--- src/rtl/sonar_pkg.sv ---
// rtl/sonar_pkg.sv - shared types and helpers for the sonar ping scheduler
// Contents:
//   state_t       measurement-cycle FSM states
//   MID_DEFAULT   offset-binary zero level of the filtered sample stream
//   after_tx      state that follows TX, skipping zero-length phases
//   first_state   first active state of a new ping, skipping zero-length phases
//   magnitude     |data - mid|, saturated at mid
package sonar_pkg;

    typedef enum logic [2:0] {
        ST_IDLE   = 3'd0,
        ST_TX     = 3'd1,
        ST_BLANK  = 3'd2,
        ST_LISTEN = 3'd3,
        ST_REPORT = 3'd4,
        ST_GAP    = 3'd5
    } state_t;

    localparam int MID_DEFAULT = 128;

    function automatic state_t after_tx(input logic blank_nz, input logic listen_nz);
        if (blank_nz) begin
            return ST_BLANK;
        end
        if (listen_nz) begin
            return ST_LISTEN;
        end
        return ST_REPORT;
    endfunction

    function automatic state_t first_state(input logic tx_nz, input logic blank_nz,
                                           input logic listen_nz);
        if (tx_nz) begin
            return ST_TX;
        end
        return after_tx(blank_nz, listen_nz);
    endfunction

    // Samples wider than 16 bits are not supported by this helper.
    function automatic logic [15:0] magnitude(input logic [15:0] data, input logic [15:0] mid);
        logic [15:0] diff;
        diff = (data >= mid) ? (data - mid) : (mid - data);
        return (diff > mid) ? mid : diff;
    endfunction

endpackage

--- src/rtl/sonar_echo_detector.sv ---
// rtl/sonar_echo_detector.sv - first-crossing and peak-magnitude tracker for one listen window
// Ports:
//   clk, rst       clock, asynchronous active-high reset
//   clear          zero all results (asserted when a new ping is launched)
//   en             a window sample is present on data this cycle
//   data           offset-binary filtered sample
//   idx            0-based window index of the current sample
//   threshold      hit when magnitude >= threshold
//   hit            threshold crossed at least once since clear
//   first_idx      index of the first crossing (0 when no hit)
//   peak           maximum magnitude seen since clear
module sonar_echo_detector
    import sonar_pkg::*;
#(
    parameter int SAMPLE_W = 8,
    parameter int TIME_W   = 16,
    parameter int MID      = MID_DEFAULT
) (
    input  logic                clk,
    input  logic                rst,
    input  logic                clear,
    input  logic                en,
    input  logic [SAMPLE_W-1:0] data,
    input  logic [TIME_W-1:0]   idx,
    input  logic [SAMPLE_W-1:0] threshold,
    output logic                hit,
    output logic [TIME_W-1:0]   first_idx,
    output logic [SAMPLE_W-1:0] peak
);

    logic                hit_q, hit_d;
    logic [TIME_W-1:0]   first_idx_q, first_idx_d;
    logic [SAMPLE_W-1:0] peak_q, peak_d;
    logic [SAMPLE_W-1:0] mag;

    always_comb begin
        mag         = SAMPLE_W'(magnitude(16'(data), 16'(MID)));
        hit_d       = hit_q;
        first_idx_d = first_idx_q;
        peak_d      = peak_q;
        if (clear) begin
            hit_d       = 1'b0;
            first_idx_d = '0;
            peak_d      = '0;
        end else if (en) begin
            // Only the first crossing is recorded; later ones leave the index alone.
            if (!hit_q && (mag >= threshold)) begin
                hit_d       = 1'b1;
                first_idx_d = idx;
            end
            if (mag > peak_q) begin
                peak_d = mag;
            end
        end
    end

    always_ff @(posedge clk or posedge rst) begin
        if (rst) begin
            hit_q       <= 1'b0;
            first_idx_q <= '0;
            peak_q      <= '0;
        end else begin
            hit_q       <= hit_d;
            first_idx_q <= first_idx_d;
            peak_q      <= peak_d;
        end
    end

    assign hit       = hit_q;
    assign first_idx = first_idx_q;
    assign peak      = peak_q;

endmodule

--- src/rtl/sonar_ping_scheduler.sv ---
// rtl/sonar_ping_scheduler.sv - sequences tone burst, ringdown blanking, listen window and result report
// Ports:
//   clk, reset                       clock, asynchronous active-high reset
//   start, continuous                one-shot trigger (IDLE only), auto-repeat enable
//   tx_len, blank_len, listen_len,   phase lengths (listen_len in accepted samples,
//   gap_len, threshold               others in clk cycles), echo threshold
//   smp_valid, smp_data              filtered sample stream
//   tx_en, rx_en, busy               registered phase enables and activity flag
//   echo_valid, echo_ready           result handshake
//   echo_hit, echo_time, echo_peak   result payload
module sonar_ping_scheduler
    import sonar_pkg::*;
#(
    parameter int SAMPLE_W = 8,
    parameter int TIME_W   = 16,
    parameter int MID      = MID_DEFAULT
) (
    input  logic                clk,
    input  logic                reset,
    input  logic                start,
    input  logic                continuous,
    input  logic [TIME_W-1:0]   tx_len,
    input  logic [TIME_W-1:0]   blank_len,
    input  logic [TIME_W-1:0]   listen_len,
    input  logic [TIME_W-1:0]   gap_len,
    input  logic [SAMPLE_W-1:0] threshold,
    input  logic                smp_valid,
    input  logic [SAMPLE_W-1:0] smp_data,
    output logic                tx_en,
    output logic                rx_en,
    output logic                busy,
    output logic                echo_valid,
    input  logic                echo_ready,
    output logic                echo_hit,
    output logic [TIME_W-1:0]   echo_time,
    output logic [SAMPLE_W-1:0] echo_peak
);

    localparam logic [TIME_W-1:0] ONE = TIME_W'(1);

    state_t              state_q, state_d;
    logic [TIME_W-1:0]   cnt_q, cnt_d;
    logic [TIME_W-1:0]   idx_q, idx_d;
    logic [TIME_W-1:0]   tx_len_q, tx_len_d;
    logic [TIME_W-1:0]   blank_len_q, blank_len_d;
    logic [TIME_W-1:0]   listen_len_q, listen_len_d;
    logic [TIME_W-1:0]   gap_len_q, gap_len_d;
    logic [SAMPLE_W-1:0] thr_q, thr_d;
    logic                tx_en_q, tx_en_d;
    logic                rx_en_q, rx_en_d;
    logic                busy_q, busy_d;
    logic                echo_valid_q, echo_valid_d;
    logic                launch;
    logic                det_en;
    logic                xfer;

    always_comb begin
        state_d      = state_q;
        cnt_d        = cnt_q;
        idx_d        = idx_q;
        tx_len_d     = tx_len_q;
        blank_len_d  = blank_len_q;
        listen_len_d = listen_len_q;
        gap_len_d    = gap_len_q;
        thr_d        = thr_q;
        launch       = 1'b0;
        det_en       = 1'b0;
        xfer         = echo_valid_q && echo_ready;

        // cnt_q holds the remaining cycles (or samples in LISTEN) of the
        // current phase including the present one, so a phase ends when it
        // reads 1. Zero-length phases are never entered, so it never wraps.
        case (state_q)
            ST_IDLE: begin
                if (start) begin
                    launch = 1'b1;
                end
            end
            ST_TX: begin
                if (cnt_q == ONE) begin
                    state_d = after_tx(blank_len_q != '0, listen_len_q != '0);
                end else begin
                    cnt_d = cnt_q - ONE;
                end
            end
            ST_BLANK: begin
                if (cnt_q == ONE) begin
                    state_d = (listen_len_q != '0) ? ST_LISTEN : ST_REPORT;
                end else begin
                    cnt_d = cnt_q - ONE;
                end
            end
            ST_LISTEN: begin
                if (smp_valid) begin
                    det_en = 1'b1;
                    idx_d  = idx_q + ONE;
                    if (cnt_q == ONE) begin
                        state_d = ST_REPORT;
                    end else begin
                        cnt_d = cnt_q - ONE;
                    end
                end
            end
            ST_REPORT: begin
                if (xfer) begin
                    if (!continuous) begin
                        state_d = ST_IDLE;
                    end else if (gap_len_q == '0) begin
                        launch = 1'b1;
                    end else begin
                        state_d = ST_GAP;
                    end
                end
            end
            ST_GAP: begin
                if (cnt_q == ONE) begin
                    if (continuous) begin
                        launch = 1'b1;
                    end else begin
                        state_d = ST_IDLE;
                    end
                end else begin
                    cnt_d = cnt_q - ONE;
                end
            end
            default: begin
                state_d = ST_IDLE;
            end
        endcase

        // A launch snapshots the configuration; everything after it in this
        // ping uses only the latched copies.
        if (launch) begin
            tx_len_d     = tx_len;
            blank_len_d  = blank_len;
            listen_len_d = listen_len;
            gap_len_d    = gap_len;
            thr_d        = threshold;
            idx_d        = '0;
            state_d      = first_state(tx_len != '0, blank_len != '0, listen_len != '0);
        end

        if (launch || (state_d != state_q)) begin
            case (state_d)
                ST_TX:     cnt_d = tx_len_d;
                ST_BLANK:  cnt_d = blank_len_d;
                ST_LISTEN: cnt_d = listen_len_d;
                ST_GAP:    cnt_d = gap_len_d;
                default:   cnt_d = '0;
            endcase
        end

        tx_en_d      = (state_d == ST_TX);
        rx_en_d      = (state_d == ST_BLANK) || (state_d == ST_LISTEN);
        busy_d       = (state_d != ST_IDLE);
        echo_valid_d = (state_d == ST_REPORT);
    end

    always_ff @(posedge clk or posedge reset) begin
        if (reset) begin
            state_q      <= ST_IDLE;
            cnt_q        <= '0;
            idx_q        <= '0;
            tx_len_q     <= '0;
            blank_len_q  <= '0;
            listen_len_q <= '0;
            gap_len_q    <= '0;
            thr_q        <= '0;
            tx_en_q      <= 1'b0;
            rx_en_q      <= 1'b0;
            busy_q       <= 1'b0;
            echo_valid_q <= 1'b0;
        end else begin
            state_q      <= state_d;
            cnt_q        <= cnt_d;
            idx_q        <= idx_d;
            tx_len_q     <= tx_len_d;
            blank_len_q  <= blank_len_d;
            listen_len_q <= listen_len_d;
            gap_len_q    <= gap_len_d;
            thr_q        <= thr_d;
            tx_en_q      <= tx_en_d;
            rx_en_q      <= rx_en_d;
            busy_q       <= busy_d;
            echo_valid_q <= echo_valid_d;
        end
    end

    sonar_echo_detector #(
        .SAMPLE_W (SAMPLE_W),
        .TIME_W   (TIME_W),
        .MID      (MID)
    ) u_detector (
        .clk       (clk),
        .rst       (reset),
        .clear     (launch),
        .en        (det_en),
        .data      (smp_data),
        .idx       (idx_q),
        .threshold (thr_q),
        .hit       (echo_hit),
        .first_idx (echo_time),
        .peak      (echo_peak)
    );

    assign tx_en      = tx_en_q;
    assign rx_en      = rx_en_q;
    assign busy       = busy_q;
    assign echo_valid = echo_valid_q;

endmodule

--- config.mk ---
export PLATFORM = sky130hd
export DESIGN_NAME = sonar_ping_scheduler
export DESIGN_NICKNAME = d
export VERILOG_FILES = /design/src/rtl/sonar_pkg.sv /design/src/rtl/sonar_echo_detector.sv /design/src/rtl/sonar_ping_scheduler.sv
export SDC_FILE = /design/constraint.sdc
export NUM_CORES = 1
export LEC_CHECK = 0
export CORE_UTILIZATION = 50
export DETAILED_ROUTE_END_ITERATION = 8
export PLACE_DENSITY_LB_ADDON = 0.25
export SLEW_MARGIN = 5
export SYNTH_ARGS = -nofsm -noshare
export SYNTH_HDL_FRONTEND = slang
export SYNTH_HIERARCHICAL = 1
export SYNTH_SLANG_ARGS = --single-unit
--- constraint.sdc ---
create_clock -name clk -period 12.9 [get_ports clk]
set_input_delay 3.87 -clock clk [delete_from_list [all_inputs] [get_ports clk]]
set_output_delay 3.87 -clock clk [all_outputs]
set_load 0.005 [all_outputs]
# [After elaboration in Yosys (flattened, before gate mapping)]
# Cells that the tools add are included.
[op_classes] n_eq_ne=13 add_sub_neg=4 mux=70 n_reduce_logical=24 magnitude_cmp=4
[ops] op="two-way mux 16 bit" count=14
[ops] op="nonzero test 16 bit" count=5
[ops] op="one-hot mux 16 bit (4 select lines)" count=1
[ops] op="two-way mux 3 bit" count=21
[ops] op="two-way mux 8 bit" count=4
[ops] op="one-hot mux 16 bit (2 select lines)" count=1
[ops] op="two-way mux 1 bit" count=27
[ops] op="one-hot mux 3 bit (6 select lines)" count=1
[ops] op="adder 16 x 1 -> 16 bit, second input constant" count=1
[ops] op="equality test 16 x 1 -> 1 bit, second input constant" count=1
[ops] op="greater-than comparator 16 x 8 -> 1 bit, second input constant" count=1
[ops] op="zero test 16 bit" count=1
[ops] op="subtractor 16 x 1 -> 16 bit, second input constant" count=1
[ops] op="equality test 3 x 2 -> 1 bit, second input constant" count=4
[ops] op="equality test 3 bit, second input constant" count=4
[ops] op="nonzero test 2 bit" count=5
[ops] op="subtractor 8 x 8 -> 9 bit, first input constant" count=1
[ops] op="subtractor 8 x 8 -> 9 bit, second input constant" count=1
[ops] op=">= comparator 8 bit" count=1
[ops] op=">= comparator 8 bit, second input constant" count=1
[ops] op="greater-than comparator 8 bit" count=1
[ops] op="AND reduction 2 bit" count=4
[ops] op="equality test 3 x 1 -> 1 bit, second input constant" count=2
[ops] op="nonzero test 3 bit" count=2
[ops] op="8 further kinds" count=10
[totals] out_inout_bits=29 reg_bits=136 wordCells=130 input_bits=86

# [Longest topological paths before layout]
[depth] ltp_word=19 depth_mapped=17

# [By module]
# The synthesis kept the hierarchy.
[by_module_without_submodules] mod="sonar_ping_scheduler" area_per_inst_um2=5768.0 instances=1 cells_per_inst=659
[by_module_without_submodules] mod="sonar_echo_detector" area_per_inst_um2=1941.9 instances=1 cells_per_inst=216

# [Worst setup path before layout]
# No wires, ideal clock.
[synth_path] path_kind="input -> register" startpoint="input port smp_data[0]" endpoint="register u_detector.peak_q[4] (netlist: u_detector/peak[4])" stages=15 setup_slack_ns=6.163 t_required_ns=12.773 setup_time_ns=0.127 arrival_ns=6.609 path_cell_list="inv_1 > ha_1 > nand2_1 > mux2_2 > o32ai_1 > a41oi_1 > nor2_1 > ha_1 > a21o_1 > a21oi_1 > a21boi_2 > o41ai_1 > o31a_1 > buf_6 > mux2_1"
[synth_between] elab_chain_cells=7
[synth_lines] item="from (decl)" line="sonar_ping_scheduler.sv:28" text="input logic [SAMPLE_W-1:0] smp_data,"
[synth_lines] item="subtractor 8 x 8 -> 9 bit / >= comparator 8 bit (equally long branches)" line="sonar_pkg.sv:42" text="diff = (data >= mid) ? (data - mid) : (mid - data);"
[synth_lines] item="two-way mux 16 bit (*)" line="sonar_pkg.sv:42"
[synth_lines] item="greater-than comparator 16 x 8 -> 1 bit" line="sonar_pkg.sv:43" text="return (diff > mid) ? mid : diff;"
[synth_lines] item="two-way mux 8 bit (*)" line="sonar_pkg.sv:43"
[synth_lines] item="greater-than comparator 8 bit / two-way mux 8 bit (equally long branches)" line="sonar_echo_detector.sv:51" text="if (mag > peak_q) begin"
[synth_lines] item="nonzero test 2 bit (no line) / two-way mux 8 bit (equally long branches)"
[synth_lines] item="AND reduction 2 bit (no line) / two-way mux 8 bit (equally long branches)"
[synth_lines] item="to (signal assigned)" line="sonar_echo_detector.sv:65" text="peak_q <= peak_d;"
[synth_lines] item="to (decl)" line="sonar_echo_detector.sv:33" text="logic [SAMPLE_W-1:0] peak_q, peak_d;"
# Every way passes the cells marked *; elsewhere a longest branch is shown, timed or not. The select of a mux whose other input is x is not followed.
# A chain may end at the register's enable or synchronous reset.

# [Worst setup path in the final report]
# Same ends and word-level chain as after synthesis.

==> flow_metrics.env <==
export IMPL_syn_nets=980
export IMPL_die_area_sq_um=15900
export IMPL_rsz0062_at_grt="false"
export IMPL_holdPathStages=2
export IMPL_antenna_cells=0
export IMPL_track_usage=0.261
export IMPL_cts_sinks=136
export IMPL_worst_pin_slew_ns=1.11
export IMPL_start_kind="input pin"
export IMPL_drive_gt1_frac=0.0855
export IMPL_drt_pass1_iter_count=6
export IMPL_cts_tree="done"
export IMPL_mostFrequentLayoutCells="nand2_1 (253), dfrtp_1 (136), clkdlybuf4s50_1 (114)"
export IMPL_reg2reg_slack_ns=8.82
export IMPL_dp_slack_ns=5.13
export IMPL_antenna_left=0
export IMPL_vias=6680
export IMPL_synth_warnings=6
export IMPL_internal_power_mw=1.21
export IMPL_worst_path_dominant_cell_family="compound AO/OA/AOI/OAI gates"
export IMPL_row_count=45
export IMPL_post_cts_buffers=0
export IMPL_fill_cells=1309
export IMPL_viasPerCell=5.70
export IMPL_yosysTopAreaCell="dfrtp_1"
export IMPL_critical_path_buf_inv_count=2
export IMPL_netSwitchingPower_uw=797
export IMPL_worstRegToRegCells=13
export IMPL_drc=0
export IMPL_period_needed_ns=7.39
export IMPL_postSynth_asyncResetShare=1.00
export IMPL_fp_dieH_microns=126
export IMPL_synthTopCellsByArea="dfrtp_1 (44%), nand2_1 (12%), mux2i_1 (4.4%), a21oi_1 (3.3%), ha_1 (3.1%)"
export IMPL_p_leak_nw=4.49
export IMPL_slew_headroom=0.259
export IMPL_antenna_found_initial=0
export IMPL_nNetsFinal=1075
export IMPL_cts_clk_slew_worst_paths_ns=0.06
export IMPL_seq_area_frac_synth=0.441
export IMPL_clock_latency_ns=0.42
export IMPL_hp_class="flip-flop to flip-flop"
export IMPL_p_total_mw=2.01
export IMPL_peakVddDrop_mv=0.167
export IMPL_crit_arrival_ns=7.70
export IMPL_final_cell_area_sq_um=9470
export IMPL_switching_share=0.396
export IMPL_routed_wl_mm=19.7
export IMPL_cts_root_buffer="clkbuf_16"
export IMPL_rr_startpoint="cnt_q[1]"
export IMPL_worstPathMaxFanout=7
export IMPL_clock_fmax_mhz=135
export IMPL_tns_ns=0
export IMPL_synth_edf_count=0
export IMPL_layout_setup_ws_ns=5.51
export IMPL_fin_worst_skew_ns=0.00779
export IMPL_fin_cells=1171
export IMPL_initial_core_util=0.509
export IMPL_slew_viol_final=0
export IMPL_syn_area_sq_um=7710
export IMPL_ctsHoldBuffers=0
export IMPL_cts_resized=0
export IMPL_r2r_end="cnt_q[2]"
export IMPL_dr_first_iter_drc_count=550
export IMPL_yosys_cell_types_count=80
export IMPL_seqPwrFrac=0.335
export IMPL_hp_start="tx_len_q[6]"
export IMPL_finalHoldViolCount=0
export IMPL_status="finished, final reports clean"
export IMPL_place_congestion=0.917
export IMPL_htreeDepth=4
export IMPL_core_area_sq_um=15100
export IMPL_pwr_share_comb=0.423
export IMPL_place_area_sq_um=8880
export IMPL_max_stage_delay_ns=0.49
export IMPL_worstSetupPathType="input pin to flip-flop"
export IMPL_syn_instance_count=875
export IMPL_numCtsBuffers=17
export IMPL_final_common_cell="nand2_1"
export IMPL_power_density_nw_per_um2=212
export IMPL_end_kind="flip-flop"
export IMPL_cap_violations=0
export IMPL_ys_ff_latch=136
export IMPL_grt_pass1_vias=6537
export IMPL_finalCritPeriodShare=0.573
export IMPL_synth_area_per_cell_sq_um=8.81
export IMPL_dp_cells=1139
export IMPL_clockBufferDepth=2
export IMPL_post_route_util=0.626
export IMPL_setup_viol=0
export IMPL_whs_ns=0.465
export IMPL_p_clk_frac=0.242
export IMPL_grt_overflow=0
export IMPL_grt_pass1_wl_mm=32.4
export IMPL_wl_per_cell_microns=16.8
export IMPL_synth_main_ff_cell="dfrtp_1"
export IMPL_hold_end="tx_len_q[6]"
export IMPL_netlist_area_leader_share=0.441
export IMPL_grt_max_degree=101
export IMPL_io_buffers=114
export IMPL_place_detailed_hpwl_mm=14.3
export IMPL_io_pins=115
export IMPL_crit_required_ns=13.21
export IMPL_crit_path_frequent_cell="ha_1"
export IMPL_syn_to_final_growth_pct=22.9
export IMPL_path_cells="clkdlybuf4s50_1 > inv_1 > ha_1 > nand2_1 > mux2_2 > o32ai_1 > a41oi_1 > nor2_1 > ha_1 > a21o_1 > a21oi_1 > a21boi_2 > o41ai_1 > o31a_1 > mux2_1"
export IMPL_die_x_microns=126
export IMPL_cp_slowest_cell="clkdlybuf4s50_1"
## power by group through the flow
stage | Combinational [mW] | Clock, mW | Sequential [mW]
global route | 0.948 | 0.512 | 0.689
detailed placement | 0.839 | 0 | 0.677
CTS | 0.846 | 0.495 | 0.672
finish | 0.850 | 0.487 | 0.673
floorplan | 0.642 | 0 | 0.648
global placement | 0.828 | 0 | 0.674
## metal layers
layer | GRT usage | vias up | wire length (microns)
met5 | 0 | - | 0
li1 | - | 3232 | -
met3 | 0.0565 | 44 | 1020
met2 | 0.427 | 251 | 9540
met4 | 0.111 | 0 | 535
met1 | 0.336 | 3153 | 8610
## area by class of cell
type                    instances  area (sq um)  area share
clock buffers                  24           502      0.0530
flip-flops and latches        136          3400       0.359
inverters                      40           153      0.0161
repair buffers                120          1190       0.125
clock inverters                 8          92.6     0.00977
multi-input cells             655          3900       0.412
well taps                     188           235      0.0248
## tightest hold or removal path: stages (launching register included)
cell     delay (ns)
dfrtp_1        0.32
nand2_1        0.04
nand2_1        0.06
## cells by family (layout without fill, tap and decap cells)
group | count (synthesis) | in the layout | share of synthesized area
multiplexers | 47 | 47 | 0.0639
XOR/XNOR | 26 | 26 | 0.0305
AO/OA/AOI/OAI | 136 | 136 | 0.122
adder cells (fa/ha/maj) | 19 | 19 | 0.0308
flip-flops | 136 | 136 | 0.441
buffers and inverters | 84 | 192 | 0.0526
AND/OR/NAND/NOR | 427 | 427 | 0.259
## cells in the mapped netlist (3+ instances only)
cell type,instances
nand2_1,253
dfrtp_1,136
nor2_1,54
a21oi_1,51
inv_1,36
mux2i_1,34
nor4_1,33
o21ai_0,22
ha_1,19
clkbuf_1,18
nand4_1,17
xor2_1,17
nor3_1,12
nand3_1,11
a22o_1,9
mux2_2,9
or3_1,9
buf_2,8
xnor2_1,8
buf_4,7
nor2b_1,6
buf_1,5
buf_6,5
a211o_1,4
inv_2,4
nand2b_1,4
o211ai_1,4
a21o_1,3
a31oi_1,3
nand3_2,3
o21a_1,3
o221ai_1,3
o31a_1,3
or4_1,3
## sequential cells by signal (all words and copies together) (netlist names), 3 cells and up
register	flops
blank_len_q	16
cnt_q	16
gap_len_q	16
idx_q	16
listen_len_q	16
state_q	3
thr_q	8
tx_len_q	16
u_detector/first_idx	16
u_detector/peak	8
## worst max-delay path by stage
stage                 from                 end  slack [ns]  cells past startpoint
2_1_floorplan        reset      blank_len_q[0]        6.10                      1
3_3_place_gp   smp_data[0]  u_detector/peak[4]        5.25                     15
3_5_place_dp   smp_data[0]  u_detector/peak[4]        5.13                     15
4_1_cts        smp_data[0]  u_detector/peak[4]        5.57                     15
5_1_grt        smp_data[0]  u_detector/peak[4]        5.21                     15
6_report       smp_data[0]  u_detector/peak[4]        5.51                     15
No activity file was read; power rests on OpenSTA's default activity.
